$ cat src/rtl/pipe_stage_buf.sv
// rtl/pipe_stage_buf.sv - parametrised inter-stage pipeline buffer with optional 2-entry skid
module pipe_stage_buf #(
  parameter int unsigned       WIDTH  = 116,
  parameter bit                SKID   = 1'b1,
  parameter logic [WIDTH-1:0]  BUBBLE = '0
) (
  input  logic              clock,
  input  logic              reset,
  input  logic              flush,
  input  logic              in_valid,
  output logic              in_ready,
  input  logic [WIDTH-1:0]  in_data,
  output logic              out_valid,
  input  logic              out_ready,
  output logic [WIDTH-1:0]  out_data,
  output logic [1:0]        occupancy,
  output logic [31:0]       stall_cycles
);

  typedef enum logic [1:0] {
    EMPTY = 2'd0,
    ONE   = 2'd1,
    FULL  = 2'd2
  } state_t;

  state_t           state;
  logic [WIDTH-1:0] main_q;
  logic [WIDTH-1:0] skid_q;
  logic             in_fire;
  logic             out_fire;

  // With the skid, in_ready comes from state alone; without it, a full
  // register can still take a beat in the same cycle the old one leaves.
  generate
    if (SKID) begin : g_skid
      assign in_ready = !reset && (state != FULL);
    end else begin : g_single
      assign in_ready = !reset && ((state == EMPTY) || out_ready);
    end
  endgenerate

  assign out_valid = (state != EMPTY);
  assign out_data  = main_q;
  assign occupancy = state;
  assign in_fire   = in_valid && in_ready;
  assign out_fire  = out_valid && out_ready;

  always_ff @(posedge clock) begin
    if (reset) begin
      state  <= EMPTY;
      main_q <= BUBBLE;
      skid_q <= BUBBLE;
    end else if (flush) begin
      state  <= EMPTY;
      main_q <= BUBBLE;
    end else begin
      case (state)
        EMPTY: begin
          if (in_fire) begin
            state  <= ONE;
            main_q <= in_data;
          end
        end
        ONE: begin
          if (in_fire && out_fire) begin
            main_q <= in_data;
          end else if (in_fire) begin
            state  <= FULL;
            skid_q <= in_data;
          end else if (out_fire) begin
            state  <= EMPTY;
            main_q <= BUBBLE;
          end
        end
        FULL: begin
          if (out_fire) begin
            state  <= ONE;
            main_q <= skid_q;
          end
        end
        default: begin
          state  <= EMPTY;
          main_q <= BUBBLE;
        end
      endcase
    end
  end

  // Counts upstream back-pressure; flush deliberately leaves it alone.
  always_ff @(posedge clock) begin
    if (reset) begin
      stall_cycles <= 32'd0;
    end else if (in_valid && !in_ready && (stall_cycles != 32'hFFFF_FFFF)) begin
      stall_cycles <= stall_cycles + 32'd1;
    end
  end

endmodule
$ cat config.mk
export PLATFORM = sky130hd
export DESIGN_NAME = pipe_stage_buf
export DESIGN_NICKNAME = d
export VERILOG_FILES = /design/src/rtl/pipe_stage_buf.sv
export SDC_FILE = /design/constraint.sdc
export NUM_CORES = 1
export LEC_CHECK = 0
export CAP_MARGIN = 0
export CORE_MARGIN = 2
export CORE_UTILIZATION = 60
export DETAILED_ROUTE_END_ITERATION = 12
export DONT_BUFFER_PORTS = 1
export PLACE_DENSITY = 0.76
export SLEW_MARGIN = 10
export SYNTH_ARGS = -nofsm -noshare
export SYNTH_HDL_FRONTEND = slang
export SYNTH_SLANG_ARGS = --single-unit
$ cat constraint.sdc
create_clock -name clock -period 2.92 [get_ports clock]
set_input_delay 0.292 -clock clock [delete_from_list [all_inputs] [get_ports clock]]
set_output_delay 0.292 -clock clock [all_outputs]
set_load 0.05 [all_outputs]
==> Flow_metrics.wiki, run 1 <==
{| class="wikitable"
! Metric !! Value
|-
| Worst path bufs/invs || 0
|-
| Largest net degree at the start of global routing || 149
|-
| Final critical path time including I/O delays and setup || 2530 ps
|-
| Status || finished, final reports clean
|-
| Number of antenna-violating nets in the routed design || 0
|-
| Number of enable flip-flop cells after synthesis || 0
|-
| Data required time at the worst endpoint || roughly 3400 ps
|-
| Actual slew at the worst max-slew pin || 1160 ps
|-
| Count of state elements after synthesis || 266
|-
| Power per cell area || 628 nW/µm²
|-
| Number of hold violations in the final report || 0
|-
| Routability Congestion || 0.788
|-
| Synth top area share || roughly 50%
|-
| RSZ-0062 raised after global routing || no
|-
| Kind of end point of the critical path || register
|-
| GRT Residual Overflow || 0
|-
| Core Rows || between 40 and 50
|-
| Synthesized Nets || 1375
|-
| Proportion of power drawn by combinational gates || 7.6%
|-
| Final layout net count || ~1500
|-
| Average instance area after synthesis || 8.49 µm²
|-
| Share of total power consumed by net switching || between 20% and 30%
|-
| Highest-delay cell along the critical path || sky130_fd_sc_hd__dfxtp_1
|-
| Synth cell types || 42
|-
| Via count of the first global-routing pass || slightly above 9000
|-
| Maximum level of the CTS H-tree || 1
|-
| Number of remaining DRC errors || 0
|-
| Full die area || around 19000 µm²
|-
| Clock latency on the worst-skew pair || between 500 and 600 ps
|-
| Startpoint type of the worst setup path || register
|-
| Total wirelength of the detailed-routed design || 31.0 mm
|-
| Clock-pin slew of the registers on the worst-case setup and hold paths || 60 ps
|-
| Gate count after technology mapping || 1253
|-
| Pins Over Slew Limit || 0
|-
| Layout overhead on the synthesized area || 22.8%
|-
| DRT Pass-1 Iters || 6
|-
| Worst path max stage delay || 740 ps
|-
| Endpoints failing setup || 0
|-
| Number of instances resized during post-cts repair || 0
|-
| Share of power burned in registers || 47.2%
|-
| Static power due to leakage || between 4 and 5 nW
|-
| Number of filler instances in the final layout || between 1000 and 1500
|-
| Critical path fanouts, max || 20
|-
| Maximum clock skew at final layout || 21.2 ps
|-
| GRT Util Overall || a little under a third
|-
| Arrival time worst endpoint || 2980 ps
|-
| Post-DP HPWL || around 16 mm
|-
| Via Count || slightly below 10000
|-
| Syn Std Cell Area || 10600 µm²
|-
| Maximum clock insertion buffer count || 3
|-
| WHS || 19.9 ps
|-
| Critical path's top delay family || simple AND/OR/NAND/NOR gates
|-
| Synth area leader || sky130_fd_sc_hd__dfxtp_1
|-
| Number of port buffers || 0
|-
| Layout cells sized above 1 || between 7 and 8%
|-
| Total number of yosys warnings || 0
|-
| Synth async-reset ratio || 0%
|-
| Number of DRC markers after the initial detailed-route iteration || approximately 910
|-
| Antenna violations before repair || 1
|-
| Total Neg Setup Slack || 0 ps
|-
| Switching component of the power || 0.00196 W
|-
| Worst IR Drop VDD || 0.511 mV
|-
| Relative slew margins || 22.7%
|-
| TritonCTS Buffers || 28
|-
| Flip-flop cell with the highest count after synthesis || sky130_fd_sc_hd__dfxtp_1
|-
| Vertical extent of the die || 137 µm
|-
| Worst setup path class || reg -> reg
|-
| Maximum frequency from static timing analysis || 0.396 GHz
|-
| Number of I/O pins || about 270
|-
| Max_cap viols || 0
|-
| Width of the die || between 100 and 150 µm
|-
| Top post-synthesis cells by area || sky130_fd_sc_hd__dfxtp_1, sky130_fd_sc_hd__a22o_1, sky130_fd_sc_hd__nand2_1
|-
| Effective utilization at floorplan || 61.5%
|-
| CTS root buf || sky130_fd_sc_hd__clkbuf_16
|-
| Clock tree from TritonCTS || done
|-
| Average vias per placed instance || 6.26
|-
| Clock power frac || 45.2%
|-
| Number of clock sinks seen by CTS || around 270
|-
| Final clock period utilization by the worst path || 86.5%
|-
| Total Power Consumption || 0.00821 W
|-
| Internal Power || 0.00625 W
|-
| Core Box Area || ~17000 µm²
|-
| Cell breakdown of the critical path || o2111ai_4 -> or3_1 -> or4_1 -> a21oi_1
|-
| Hold Crit Class || in -> reg
|-
| Global-route wire length before repair || 47.1 mm
|-
| Sequential fraction of the synthesis area || 50.0%
|-
| Post-DR wirelength/cell || 19.7 µm
|}
==> what timing repair did <==
action | 4_1_cts | 5_1_grt
hold endpoints to repair | 150 | 0
hold buffers | 118 | 0
setup buffers | 0 | 0
==> power groups by stage <==
stage	clock network [W]	registers [W]	logic [W]
4_1_cts	0.00375	0.00387	0.000615
3_5_place_dp	0	0.00395	0.000440
6_report	0.00371	0.00388	0.000627
5_1_grt	0.00389	0.00388	0.000676
2_1_floorplan	0	0.00395	0.000377
3_3_place_gp	0	0.00395	0.000435
==> worst min-delay path: stages <==
cell	delay, ps
sky130_fd_sc_hd__a22o_1	100
sky130_fd_sc_hd__a22oi_1	60
sky130_fd_sc_hd__nor2_1	70
==> cell usage in the layout, fill, tap and decap left out, types with 5 or more instances in the layout <==
master / instances
sky130_fd_sc_hd__or3_1: 18
sky130_fd_sc_hd__o31ai_1: 12
sky130_fd_sc_hd__a22o_1: 116
sky130_fd_sc_hd__clkbuf_16: 29
sky130_fd_sc_hd__clkbuf_8: 8
sky130_fd_sc_hd__a21oi_1: 149
sky130_fd_sc_hd__o21ai_0: 18
sky130_fd_sc_hd__dlygate4sd3_1: 117
sky130_fd_sc_hd__buf_12: 5
sky130_fd_sc_hd__clkinv_2: 5
sky130_fd_sc_hd__nor2_1: 124
sky130_fd_sc_hd__a22oi_1: 116
sky130_fd_sc_hd__nand4_1: 8
sky130_fd_sc_hd__buf_4: 38
sky130_fd_sc_hd__nand2_1: 246
sky130_fd_sc_hd__or4_1: 11
sky130_fd_sc_hd__nand3_1: 13
sky130_fd_sc_hd__dfxtp_1: 266
==> registers in the layout (all words and copies together) (netlist names) <==
signal        flops
out_data        116
skid_q          116
stall_cycles     32
occupancy         2
==> cells in the mapped netlist, types with 2 or more instances <==
cell type	n
sky130_fd_sc_hd__nor2_1	124
sky130_fd_sc_hd__a21oi_1	150
sky130_fd_sc_hd__nand2_1	246
sky130_fd_sc_hd__buf_1	3
sky130_fd_sc_hd__or3_1	18
sky130_fd_sc_hd__a22o_1	116
sky130_fd_sc_hd__o31ai_1	12
sky130_fd_sc_hd__nor3b_1	2
sky130_fd_sc_hd__dfxtp_1	266
sky130_fd_sc_hd__o21ai_0	18
sky130_fd_sc_hd__nand3_1	13
sky130_fd_sc_hd__and4_1	4
sky130_fd_sc_hd__nand2b_1	2
sky130_fd_sc_hd__and3_1	3
sky130_fd_sc_hd__or4_1	11
sky130_fd_sc_hd__clkbuf_1	92
sky130_fd_sc_hd__nand4_1	8
sky130_fd_sc_hd__inv_1	3
sky130_fd_sc_hd__or2_2	2
sky130_fd_sc_hd__nand3b_1	2
sky130_fd_sc_hd__buf_4	2
sky130_fd_sc_hd__nor4_1	2
sky130_fd_sc_hd__buf_2	18
sky130_fd_sc_hd__a22oi_1	116
sky130_fd_sc_hd__xnor2_1	3
==> final cells by class <==
cell class,instances,area (µm²),share of cell area [%]
antenna,1,2.50,0.0191
clock buffer,41,851,6.51
clock inverter,10,131,1.00
inverter,3,11.3,0.0861
multi-input combinational,869,4890,37.4
sequential,266,5330,40.7
tap,225,282,2.15
timing repair buffer,161,1580,12.1
==> cell families (layout without fill, tap and decap cells) <==
family	count (synthesis)	count (layout)	share of synthesized area (%)
other cells	0	1	0
fa+ha+maj	1	1	0.118
flops	266	266	50.0
xor+xnor	3	3	0.247
simple gates	444	444	17.7
buf+inv	118	215	4.44
compound gates	421	421	27.4
==> final timing paths <==
kind / startpoint / endpoint / slack (ps) / cells after the start
hold / removal: in_data[57] / out_data[57] / 20 / 3
hold reg to reg: skid_q[76] / skid_q[76] / 450 / 2
setup reg to reg: stall_cycles[4] / stall_cycles[27] / 390 / 4
setup / recovery: stall_cycles[4] / stall_cycles[27] / 390 / 4
==> layer usage <==
layer / up-vias / track usage [%] / wire, µm
met5: - / 0 / 0
met4: 0 / 12.0 / 1130
met3: 81 / 9.09 / 3200
met2: 486 / 49.8 / 14500
met1: 4670 / 38.4 / 12100
li1: 4622 / - / -
==> through the flow <==
| stage | util [%] | instance area, µm² | setup slack, ps | cells |
|---|---|---|---|---|
| 6_report | 75.6 | 13100 | 395 | 1576 |
| 3_3_place_gp | 63.0 | 10900 | 547 | 1406 |
| 4_1_cts | 75.6 | 13100 | 403 | 1575 |
| 5_1_grt | 75.6 | 13100 | 280 | 1576 |
| 3_5_place_dp | 63.0 | 10900 | 468 | 1406 |
| 2_1_floorplan | - | 10600 | 509 | 1253 |
No activity file was read; power rests on OpenSTA's default activity.
==> run 2, diff against run 1 <==
CELL_PAD_IN_SITES_DETAIL_PLACEMENT = 0   (was not set)
CELL_PAD_IN_SITES_GLOBAL_PLACEMENT = 2   (was not set)
CORE_UTILIZATION = 39   (was 60)
PLACE_DENSITY = not set   (was 0.76)
PLACE_DENSITY_LB_ADDON = 0.1   (was not set)
==> Flow_metrics.wiki, run 2 (same netlist as run 1, synthesis figures left out) <==
{| class="wikitable"
! Metric !! Value
|-
| DRT Pass-1 Iters || 5
|-
| Worst path bufs/invs || 0
|-
| Met3 routed wirelength || 2.46 mm
|-
| Final layout net count || 1454
|-
| Width of the die || 169 µm
|-
| Clock latency on the worst-skew pair || 550 ps
|-
| Arrival time worst endpoint || 2980 ps
|-
| Layout overhead on the synthesized area || 23.7%
|-
| Number of port buffers || 0
|-
| Uppermost layer routed || met4
|-
| Critical path fanouts, max || 20
|-
| Final clock period utilization by the worst path || 85.9%
|-
| Startpoint type of the worst setup path || register
|-
| Via count of the first global-routing pass || 9109
|-
| Routed met2 length || between 15 and 20 mm
|-
| Hold path depth || 3
|-
| Full die area || 28600 µm²
|-
| Core Rows || 60
|-
| GRT Residual Overflow || 0
|-
| CTS root buf || sky130_fd_sc_hd__clkbuf_16
|-
| Global-route wire length before repair || 51.6 mm
|-
| Status || finished, final reports clean
|-
| Number of remaining DRC errors || 0
|-
| Routability Congestion || 0.736
|-
| Average vias per placed instance || 5.66
|-
| Post-DR wirelength/cell || 19.7 µm
|-
| Number of antenna-violating nets in the routed design || 0
|-
| Total Power Consumption || around 0.008 W
|-
| Data required time at the worst endpoint || ~3400 ps
|-
| Clock-pin slew of the registers on the worst-case setup and hold paths || 60 ps
|-
| Endpoints failing setup || 0
|-
| Post-DP HPWL || roughly 18 mm
|-
| Total Neg Setup Slack || 0 ps
|-
| Maximum level of the CTS H-tree || 1
|-
| Detailed-route wire length on metal 1 || around 14 mm
|-
| Critical path's top delay family || simple AND/OR/NAND/NOR gates
|-
| Number of instances resized during post-cts repair || 0
|-
| Total non-filler cell area in the finished layout || around 13000 µm²
|-
| Depth of the worst register-to-register path || 4
|-
| Largest net degree at the start of global routing || between 100 and 150
|-
| Maximum clock insertion buffer count || 3
|-
| Core Box Area || 26900 µm²
|-
| Antenna violations before repair || 1
|-
| Final critical path time including I/O delays and setup || approximately 2500 ps
|-
| Post-layout util || 49.0%
|-
| Dpl cell area || 11000 µm²
|-
| Power per cell area || roughly 610 nW/µm²
|-
| Maximum clock skew at final layout || ~21 ps
|-
| Worst setup slack before clock tree synthesis || 424 ps
|-
| Maximum frequency from static timing analysis || 0.398 GHz
|-
| Number of hold violations in the final report || 0
|-
| Stages on the worst setup path || 4
|-
| RSZ-0062 raised after global routing || no
|-
| Worst path max stage delay || 740 ps
|-
| Highest-delay cell along the critical path || sky130_fd_sc_hd__dfxtp_1
|-
| Layout cells sized above 1 || ~6.9%
|-
| Cell breakdown of the critical path || o2111ai_4 -> or3_1 -> or4_1 -> a21oi_1
|-
| TritonCTS Buffers || 30
|-
| Static power due to leakage || 4.73 nW
|-
| Most frequent cells in the layout || sky130_fd_sc_hd__dfxtp_1, sky130_fd_sc_hd__nand2_1, sky130_fd_sc_hd__a21oi_1
|-
| Hold Crit Class || in -> reg
|-
| Total wirelength of the detailed-routed design || 33.3 mm
|-
| Pins Over Slew Limit || 0
|-
| Relative slew margins || 28.7%
|-
| GRT Util Overall || between 20% and 30%
|-
| Clock tree from TritonCTS || done
|-
| Worst setup path class || reg -> reg
|-
| Kind of end point of the critical path || register
|-
| Worst IR Drop VDD || 0.369 mV
|-
| Effective utilization at floorplan || 39.6%
|-
| Via Count || 9583
|-
| Number of DRC markers after the initial detailed-route iteration || between 600 and 700
|-
| Vertical extent of the die || 169 µm
|-
| Setup WS post-layout || 411 ps
|-
| Number of filler instances in the final layout || about 2700
|-
| Number of I/O pins || 273
|-
| Number of clock sinks seen by CTS || 266
|-
| Actual slew at the worst max-slew pin || 1070 ps
|-
| Max_cap viols || 0
|-
| Most common cell after layout, fill and taps aside || sky130_fd_sc_hd__dfxtp_1
|}
-- run 2: changes by cell type in the layout (fill, tap and decap cells not counted), sizes merged --
cell,previous run,this run
clkbuf,41,48
bufinv,3,0
clkinv,5,3
clkinvlp,1,0
dlygate4sd3,117,118
inv,4,3
-- run 2: worst paths after layout --
| check | endpoint | from | slack, ps |
|---|---|---|---|
| worst max register to register | stall_cycles[21] | stall_cycles[4] | 410 |
| worst min-delay path | out_data[54] | in_data[54] | 20 |
| worst max-delay path | stall_cycles[21] | stall_cycles[4] | 410 |
| worst min register to register | skid_q[102] | skid_q[102] | 450 |
-- run 2: timing repair --
| item | CTS | global route |
|---|---|---|
| hold buffers | 119 | 0 |
| hold endpoints to repair | 202 | 0 |
| buffers inserted | 0 | 0 |
-- run 2: power by group --
part           internal (W)  leakage, nW  switching [W]
clock network       0.00206        0.444        0.00146
logic              0.000290         2.14       0.000353
registers           0.00368         2.15       0.000196
total               0.00603         4.73        0.00201
-- run 2: per-layer routing --
layer  vias to the layer above  global-route usage, %
met3                        45                   5.97
met5                         -                      0
met4                         0                   5.65
li1                       4642                      -
met1                      4622                   29.4
met2                       274                   36.0
-- run 2: worst register-to-register path, stage by stage, from the launching register on --
cell and delay (ps):
sky130_fd_sc_hd__dfxtp_1 740, sky130_fd_sc_hd__o2111ai_4 300, sky130_fd_sc_hd__or3_1 650, sky130_fd_sc_hd__or4_1 590, sky130_fd_sc_hd__a21oi_1 150
-- run 2: cell type report --
cell class | instances | area [µm²] | area share, %
diodes | 1 | 2.50 | 0.0190
well taps | 341 | 427 | 3.24
multi-input cells | 869 | 4890 | 37.1
clock inverters | 3 | 15.0 | 0.114
inverters | 3 | 11.3 | 0.0856
flip-flops and latches | 266 | 5330 | 40.5
clock buffers | 48 | 890 | 6.76
repair buffers | 162 | 1610 | 12.2
-- run 2: per-stage QoR --
step	instances	hold WS [ps]
global route	1693	7.84
global placement	1522	375
floorplan	1253	371
detailed placement	1522	376
CTS	1692	0.0389
finish	1693	18.1
==> run 3, diff against run 2 <==
--- a/constraint.sdc
+++ b/constraint.sdc
@@ -3,2 +3,2 @@
 set_output_delay 0.292 -clock clock [all_outputs]
-set_load 0.05 [all_outputs]
+set_load 0.1 [all_outputs]
==> Flow_metrics.wiki, run 3 (same netlist as run 1, synthesis figures left out) <==
{| class="wikitable"
! Metric !! Value
|-
| Status || finished, final reports clean
|-
| RSZ-0062 raised after global routing || no
|-
| Post-DP HPWL || 17.7 mm
|-
| Total wirelength of the detailed-routed design || 32.7 mm
|-
| Most repeated library cell on the critical path || sky130_fd_sc_hd__buf_4
|-
| Max_cap viols || 0
|-
| Static power due to leakage || 4.98 nW
|-
| Maximum frequency from static timing analysis || between 0.4 and 0.5 GHz
|-
| TritonCTS Buffers || 31
|-
| Post-DR wirelength/cell || 18.9 µm
|-
| Startpoint type of the worst setup path || register
|-
| Power per cell area || 630 nW/µm²
|-
| Clock-pin slew of the registers on the worst-case setup and hold paths || approximately 60 ps
|-
| Width of the die || 169 µm
|-
| Hold Path End || out_data[71]
|-
| Via Count || 9581
|-
| Worst setup path class || reg -> reg
|-
| Core Box Area || 26900 µm²
|-
| Pins Over Slew Limit || 0
|-
| Layout cells sized above 1 || roughly a tenth
|-
| Worst R2R Setup Slack || 620 ps
|-
| Via count of the first global-routing pass || between 9000 and 10000
|-
| Dpl cell area || 11300 µm²
|-
| Worst path max stage delay || around 540 ps
|-
| Relative slew margins || 27.7%
|-
| Most frequent cells in the layout || sky130_fd_sc_hd__dfxtp_1, sky130_fd_sc_hd__nand2_1, sky130_fd_sc_hd__a21oi_1
|-
| Number of port buffers || 0
|-
| Effective utilization at floorplan || 39.6%
|-
| Full die area || 28600 µm²
|-
| Clock tree from TritonCTS || done
|-
| Worst IR Drop VDD || approximately 0.4 mV
|-
| Actual slew at the worst max-slew pin || 1080 ps
|-
| Highest-delay cell along the critical path || sky130_fd_sc_hd__nor4_1
|-
| Hold path depth || 3
|-
| Register area || 5330 µm²
|-
| Final clock period utilization by the worst path || 78.9%
|-
| Endpoints failing setup || 0
|-
| Average vias per placed instance || 5.53
|-
| Arrival time worst endpoint || 2710 ps
|-
| Number of DRC markers after the initial detailed-route iteration || 768
|-
| Vertical extent of the die || 169 µm
|-
| Final layout net count || 1488
|-
| Total of hold buffers inserted after clock tree synthesis || around 120
|-
| Number of I/O pins || 273
|-
| Global-route wire length before repair || 51.2 mm
|-
| Maximum clock insertion buffer count || 3
|-
| GRT Residual Overflow || 0
|-
| Final critical path time including I/O delays and setup || 2300 ps
|-
| Cell breakdown of the critical path || buf_4 -> nand3_1 -> nor4_1 -> and4_1 -> buf_4 -> or4_1 -> a21oi_1
|-
| WHS || 16.6 ps
|-
| Total Neg Setup Slack || 0 ps
|-
| Number of remaining DRC errors || 0
|-
| Clock latency on the worst-skew pair || 560 ps
|-
| Routability Congestion || 0.740
|-
| Maximum level of the CTS H-tree || 1
|-
| Maximum clock skew at final layout || 9.58 ps
|-
| CTS root buf || sky130_fd_sc_hd__clkbuf_16
|-
| Data required time at the worst endpoint || 3320 ps
|-
| Kind of end point of the critical path || register
|-
| Largest net degree at the start of global routing || 149
|-
| Number of instances in the placed design || 1556
|-
| Number of filler instances in the final layout || 2574
|-
| Depth of the worst register-to-register path || 7
|-
| Number of clock sinks seen by CTS || 266
|-
| Post-layout util || 50.4%
|-
| Antenna violations before repair || 1
|-
| Final instance count without filler cells || between 1500 and 2000
|-
| HP Start || in_data[71]
|-
| Total non-filler cell area in the finished layout || ~14000 µm²
|-
| Reg2reg start || stall_cycles[8]
|-
| Reg-to-reg critical path endpoint || stall_cycles[17]
|-
| Post-CTS repair timing setup buffer count || 0
|-
| Number of instances resized during post-cts repair || 0
|-
| Layout overhead on the synthesized area || 27.2%
|-
| Hold Crit Class || in -> reg
|-
| Number of hold violations in the final report || 0
|-
| Critical path fanouts, max || 39
|-
| Area taken by multi-input logic gates || 4890 µm²
|-
| DRT Pass-1 Iters || 5
|-
| Most common cell after layout, fill and taps aside || sky130_fd_sc_hd__dfxtp_1
|-
| GRT Util Overall || 21.9%
|-
| Core Rows || 60
|-
| Number of antenna-violating nets in the routed design || 0
|}
==> run 3: cell count changes in the layout (fill, tap and decap cells not counted), moves of 5 or more <==
cell,delta
sky130_fd_sc_hd__clkbuf_8,+8
sky130_fd_sc_hd__clkinv_2,+5
sky130_fd_sc_hd__buf_4,+33
sky130_fd_sc_hd__clkbuf_1,-7
==> run 3: worst max-delay path by stage <==
stage                          startpoint                to  slack [ps]  cells after the start
after global placement    stall_cycles[3]  stall_cycles[29]         690                      5
after CTS                 stall_cycles[2]  stall_cycles[24]         640                      6
after global routing      stall_cycles[8]   stall_cycles[2]         450                      7
after detailed placement  stall_cycles[2]  stall_cycles[24]         690                      6
final                     stall_cycles[8]  stall_cycles[17]         620                      7
after floorplan              occupancy[0]          in_ready          70                      5
==> run 3: final cells by class <==
| cell class | instances | share of cell area, % |
|---|---|---|
| Multi-Input combinational cell | 869 | 36.1 |
| Inverter | 3 | 0.0832 |
| Timing Repair Buffer | 195 | 13.8 |
| Clock inverter | 9 | 0.360 |
| Antenna cell | 1 | 0.0185 |
| Tap cell | 341 | 3.15 |
| Sequential cell | 266 | 39.3 |
| Clock buffer | 49 | 7.19 |
==> run 3: power by group <==
group          switching, W  internal (W)
combinational      0.000464      0.000306
clock               0.00153       0.00227
sequential         0.000272       0.00368
total               0.00227       0.00626
==> run 3: through the flow <==
stage	total power [W]	setup slack, ps
final	0.00853	616
after global routing	0.00883	451
after CTS	0.00863	640
after detailed placement	0.00461	685
after global placement	0.00461	691
after floorplan	0.00450	71.1
==> run 3: worst max-delay path: cells and delay by family (launching register included) <==
| kind | cells | cell delay (ps) |
|---|---|---|
| AND/OR/NAND/NOR | 4 | 1120 |
| buffers and inverters | 2 | 620 |
| flip-flops | 1 | 330 |
| AO/OA/AOI/OAI | 1 | 60 |
==> run 3: metal layers <==
layer	vias up	track usage, %	routed length [µm]
li1	4711	-	-
met1	4553	28.3	14400
met2	262	36.6	15200
met3	55	5.99	2370
met4	0	5.28	733
met5	-	0	0
